$ cat config.mk
export PLATFORM = sky130hd
export DESIGN_NAME = button_cmd_scheduler
export DESIGN_NICKNAME = d
export VERILOG_FILES = /design/src/rtl/btn_sched_pkg.sv /design/src/rtl/btn_rr_pick.sv /design/src/rtl/button_cmd_scheduler.sv
export SDC_FILE = /design/constraint.sdc
export NUM_CORES = 1
export LEC_CHECK = 0
export BUFFER_PORTS_ARGS = -buffer_cell sky130_fd_sc_hd__buf_2
export CAP_MARGIN = 0
export CELL_PAD_IN_SITES_DETAIL_PLACEMENT = 0
export CELL_PAD_IN_SITES_GLOBAL_PLACEMENT = 1
export CORE_ASPECT_RATIO = 0.8
export CORE_MARGIN = 2
export CORE_UTILIZATION = 45
export DETAILED_ROUTE_END_ITERATION = 8
export HOLD_SLACK_MARGIN = 0.02
export PLACE_DENSITY = 0.86
export SETUP_SLACK_MARGIN = 0.1
export SLEW_MARGIN = 5
export SYNTH_ARGS = -nofsm -noshare
export SYNTH_HDL_FRONTEND = slang
export SYNTH_HIERARCHICAL = 1
export SYNTH_SLANG_ARGS = --single-unit
$ cat constraint.sdc
create_clock -name i_CLK -period 2.4 [get_ports i_CLK]
set_clock_uncertainty 0.05 [all_clocks]
set_input_delay 0.72 -clock i_CLK [delete_from_list [all_inputs] [get_ports i_CLK]]
set_output_delay 0.72 -clock i_CLK [all_outputs]
set_load 0.05 [all_outputs]
$ cat src/rtl/btn_sched_pkg.sv
// Shared definitions for the button command scheduler: FSM encoding and lockout counter width.
package btn_sched_pkg;

    typedef enum logic [1:0] {
        ST_IDLE    = 2'b00,
        ST_ISSUE   = 2'b01,
        ST_LOCKOUT = 2'b10
    } sched_state_e;

    localparam int LOCK_CNT_W = 20;

endpackage

$ cat src/rtl/btn_rr_pick.sv
// Combinational rotating-priority picker: grants the first set request at or above i_PTR, with wrap.
module btn_rr_pick #(
    parameter  int N_BTN = 4,
    localparam int IDW   = $clog2(N_BTN)
) (
    input  logic [N_BTN-1:0] i_REQ,
    input  logic [IDW-1:0]   i_PTR,
    output logic [IDW-1:0]   o_GRANT,
    output logic             o_ANY
);

    int w_idx;

    always_comb begin
        o_GRANT = '0;
        o_ANY   = 1'b0;
        w_idx   = 0;
        // Scan farthest-first so the request nearest the pointer overwrites the rest.
        for (int i = N_BTN - 1; i >= 0; i--) begin
            w_idx = int'(i_PTR) + i;
            if (w_idx >= N_BTN) w_idx = w_idx - N_BTN;
            if (i_REQ[w_idx[IDW-1:0]]) begin
                o_GRANT = w_idx[IDW-1:0];
                o_ANY   = 1'b1;
            end
        end
    end

endmodule

$ cat src/rtl/button_cmd_scheduler.sv
// Latches button ticks as pending requests and issues them round-robin with a post-accept lockout.
// Define BTN_SCHED_OVERRUN_CNT_EN to add the saturating dropped-tick counter o_OVERRUN_CNT.
module button_cmd_scheduler
    import btn_sched_pkg::*;
#(
    parameter  int N_BTN          = 4,
    parameter  int LOCKOUT_CYCLES = 1000,
    localparam int IDW            = $clog2(N_BTN)
) (
    input  logic             i_CLK,
    input  logic             i_RST,
    input  logic [N_BTN-1:0] i_TICK,
    output logic             o_CMD_VALID,
    input  logic             i_CMD_READY,
    output logic [IDW-1:0]   o_CMD_ID,
    output logic [N_BTN-1:0] o_PENDING,
    output logic             o_BUSY
`ifdef BTN_SCHED_OVERRUN_CNT_EN
   ,output logic [7:0]       o_OVERRUN_CNT
`endif
);

    sched_state_e          r_state, w_state_nxt;
    logic [N_BTN-1:0]      r_pending, w_clear;
    logic [IDW-1:0]        r_ptr, r_cmd_id, w_grant, w_ptr_nxt;
    logic [LOCK_CNT_W-1:0] r_lock_cnt;
    logic                  r_valid, r_busy, w_any, w_take, w_accept;

    btn_rr_pick #(.N_BTN(N_BTN)) u_pick (
        .i_REQ   (r_pending),
        .i_PTR   (r_ptr),
        .o_GRANT (w_grant),
        .o_ANY   (w_any)
    );

    always_comb begin
        w_state_nxt = r_state;
        w_take      = 1'b0;
        w_accept    = 1'b0;
        case (r_state)
            ST_IDLE: if (w_any) begin
                w_take      = 1'b1;
                w_state_nxt = ST_ISSUE;
            end
            ST_ISSUE: if (i_CMD_READY) begin
                w_accept    = 1'b1;
                w_state_nxt = (LOCKOUT_CYCLES == 0) ? ST_IDLE : ST_LOCKOUT;
            end
            ST_LOCKOUT: if (r_lock_cnt == LOCK_CNT_W'(1)) w_state_nxt = ST_IDLE;
            default: w_state_nxt = ST_IDLE;
        endcase
    end

    always_comb begin
        w_clear = '0;
        for (int k = 0; k < N_BTN; k++) w_clear[k] = w_take && (w_grant == IDW'(k));
    end

    assign w_ptr_nxt = (w_grant == IDW'(N_BTN - 1)) ? '0 : w_grant + IDW'(1);

    always_ff @(posedge i_CLK or posedge i_RST) begin
        if (i_RST) begin
            r_state    <= ST_IDLE;
            r_busy     <= 1'b0;
            r_pending  <= '0;
            r_ptr      <= '0;
            r_cmd_id   <= '0;
            r_valid    <= 1'b0;
            r_lock_cnt <= '0;
        end else begin
            r_state   <= w_state_nxt;
            r_busy    <= (w_state_nxt != ST_IDLE);
            // A tick on the grant edge re-arms the bit as a fresh request.
            r_pending <= (r_pending & ~w_clear) | i_TICK;
            if (w_take) begin
                r_cmd_id <= w_grant;
                r_valid  <= 1'b1;
                r_ptr    <= w_ptr_nxt;
            end
            if (w_accept) begin
                r_valid    <= 1'b0;
                r_lock_cnt <= LOCK_CNT_W'(LOCKOUT_CYCLES);
            end else if (r_state == ST_LOCKOUT) begin
                r_lock_cnt <= r_lock_cnt - LOCK_CNT_W'(1);
            end
        end
    end

    assign o_CMD_VALID = r_valid;
    assign o_CMD_ID    = r_cmd_id;
    assign o_PENDING   = r_pending;
    assign o_BUSY      = r_busy;

`ifdef BTN_SCHED_OVERRUN_CNT_EN
    logic [N_BTN-1:0] w_overrun;
    logic [8:0]       w_ovr_sum;
    logic [7:0]       r_ovr_cnt;

    assign w_overrun = i_TICK & r_pending & ~w_clear;

    always_comb begin
        w_ovr_sum = {1'b0, r_ovr_cnt};
        for (int k = 0; k < N_BTN; k++) if (w_overrun[k]) w_ovr_sum = w_ovr_sum + 9'd1;
    end

    always_ff @(posedge i_CLK or posedge i_RST) begin
        if (i_RST) r_ovr_cnt <= '0;
        else       r_ovr_cnt <= (w_ovr_sum > 9'd255) ? 8'hFF : w_ovr_sum[7:0];
    end

    assign o_OVERRUN_CNT = r_ovr_cnt;
`endif

endmodule

==> flow_metrics.env <==
export IMPL_numClockSinks=32
export IMPL_ctsHoldBuffers=0
export IMPL_critPathTopFamily="simple AND/OR/NAND/NOR gates"
export IMPL_yosys_area_top_type="dfrtp_1"
export IMPL_ys_types=36
export IMPL_ys_warn_count=6
export IMPL_ys_seq_area_share_pct=49.38
export IMPL_wire_per_inst_um=14.00
export IMPL_slowest_delay_ns=0.70
export IMPL_clock_fmax_mhz=473.1
export IMPL_crit_chain="or4_1 > or4_4 > o21ai_2 > nand2_1"
export IMPL_cp_data_arrival_time_ns=2.21
export IMPL_crit_path_start_kind="register"
export IMPL_grt_pass1_vias=1226
export IMPL_first_pass_iters=4
export IMPL_multi_input_area_um2=778.2
export IMPL_critPathBufInv=0
export IMPL_dieArea_mm2=0.004103
export IMPL_tns_ns=0
export IMPL_rsz0062_at_grt="false"
export IMPL_area_delta_synth_final_pct=13.89
export IMPL_power_density_mw_per_mm2=1231
export IMPL_final_nets=191
export IMPL_vias=1176
export IMPL_synth_edf_count=0
export IMPL_synth_area_mm2=0.001622
export IMPL_r2r_slack_ns=0.29
export IMPL_yosysTopAreaCellShare_pct=49.38
export IMPL_slew_viol_final=0
export IMPL_dp_hpwl_um=2239
export IMPL_crit_type="reg2reg"
export IMPL_post_route_period_util_pct=88.08
export IMPL_status="finished, final reports clean"
export IMPL_fin_crit_ns=2.114
export IMPL_peakVddDrop_mv=0.8688
export IMPL_wirelength_um=3093
export IMPL_synth_common_cells="dfrtp_1, nand2_1, nor2_1, mux2i_1"
export IMPL_worstPathRequired_ns=2.50
export IMPL_core_area_mm2=0.003447
export IMPL_drt_first_iter_violations=88
export IMPL_row_count=19
export IMPL_synth_async_sr_flop_share_pct=100.0
export IMPL_clockRootBuffer="clkbuf_8"
export IMPL_numCtsBuffers=5
export IMPL_clkLatencyLatePin_ns=0.29
export IMPL_relSlewSlack_pct=55.82
export IMPL_fill_cells=318
export IMPL_die_h_um=57.69
export IMPL_cap_violations=0
export IMPL_clockBufferDepth=2
export IMPL_syn_nets=173
export IMPL_setup_viol=0
export IMPL_cp_max_fo=7
export IMPL_ioPinCount=15
export IMPL_die_x_um=71.12
export IMPL_antenna_found_initial=0
export IMPL_diodes=0
export IMPL_grt_pass1_wl_um=5340
export IMPL_place_congestion=0.8167
export IMPL_start_util_pct=47.04
export IMPL_tightest_slew_ns=0.6599
export IMPL_power_leakage_nw=0.8282
export IMPL_synth_seq_cells=32
export IMPL_holdWs_ns=0.4277
export IMPL_grt_usage_pct=17.11
export IMPL_final_layout_size_suffix_gt1_share_pct=17.88
export IMPL_drt_antenna_violating_nets=0
export IMPL_total_power_mw=2.274
export IMPL_critPathCaptureType="register"
export IMPL_syn_area_per_cell_um2=10.13
export IMPL_regArea_um2=800.8
export IMPL_min_path_type="reg2reg"
export IMPL_cts_setup_buffers=0
export IMPL_synthTopCellsByArea="dfrtp_1, mux2i_1, nand2_1"
export IMPL_port_buffer_count=14
export IMPL_cts_tree="yes"
export IMPL_synth_ff_type="dfrtp_1"
export IMPL_syn_inst=160
export IMPL_final_hold_viol_count=0
export IMPL_slowest_stage="or4_1"
export IMPL_grt_max_degree=33
export IMPL_overflow=0
export IMPL_synth_most_common_cell="dfrtp_1"
export IMPL_drc=0
export IMPL_clk_pin_slew_ns=0.07
export IMPL_vias_per_cell=5.321
export IMPL_cts_resized=0
export IMPL_h_tree_depth=2
## area by class of cell
type	count	share of cell area, %
flip-flops and latches	32	43.36
multi-input cells	117	42.14
repair buffers	16	4.607
clock buffers	6	3.930
well taps	42	2.846
clock inverters	2	1.897
inverters	6	1.220
## flip-flops by register name, indices dropped and copies added (netlist names)
name and flops:
r_state 2, o_CMD_VALID 1, o_CMD_ID 2, r_ptr 2
o_BUSY 1, r_lock_cnt 20, o_PENDING 4
## cells in the final DEF (no fill, tap or decap), drive strengths merged, types with 2 or more instances in the layout
cell type and count:
a211oi 3, a21o 5, a21oi 5, buf 16
clkbuf 6, dfrtp 32, ha 6, inv 6
mux2 4, mux2i 11, nand2 25, nand2b 4
nand3 2, nand3b 2, nand4 2, nor2 16
nor3 4, nor3b 2, nor4 5, o21ai 3
or4 3, xnor2 6
## metal layers
metal / track usage (%) / wire length [um]
met3: 4.870 / 95
met4: 8.086 / 61
met5: 0 / 0
met2: 27.10 / 1338
met1: 21.97 / 1598
## metrics by stage
stage	cells	instance area, um^2	setup WS, ns	utilization, %
CTS	221	1847	0.2863	53.58
finish	221	1847	0.2861	53.58
global placement	213	1739	0.3298	50.45
floorplan	160	1622	0.4206	-
global route	221	1847	0.2045	53.58
detailed placement	213	1739	0.3061	50.45
## power by group
| part | internal, mW | switching, mW |
|---|---|---|
| combinational | 0.334 | 0.590 |
| sequential | 0.683 | 0.165 |
| clock | 0.308 | 0.196 |
## worst paths after layout
path	startpoint	end	cells past startpoint
setup / recovery	r_lock_cnt[3]$_DFFE_PP0P_	r_state[1]$_DFF_PP0_	4
hold / removal	o_CMD_VALID$_DFFE_PP0P_	o_CMD_VALID$_DFFE_PP0P_	1
setup reg to reg	r_lock_cnt[3]$_DFFE_PP0P_	r_state[1]$_DFF_PP0_	4
hold reg to reg	o_CMD_VALID$_DFFE_PP0P_	o_CMD_VALID$_DFFE_PP0P_	1
max in group asynchronous	i_RST	r_lock_cnt[19]$_DFFE_PP0P_	3
min in group asynchronous	i_RST	r_lock_cnt[9]$_DFFE_PP0P_	3
## kinds of logic (layout without fill, tap and decap cells)
family	count (synthesis)	count (layout)	synth area share, %
fa+ha+maj	6	6	4.630
flops	32	32	49.38
mux	15	15	9.568
simple gates	71	71	22.38
xor+xnor	6	6	3.241
compound gates	19	19	8.179
buf+inv	11	30	2.623
## worst reg2reg max path, delay by kind of cell (launching register included)
kind	cells	cell delay [ns]
flops	1	0.44
simple gates	3	1.33
compound gates	1	0.15
No activity file was read; power rests on OpenSTA's default activity.
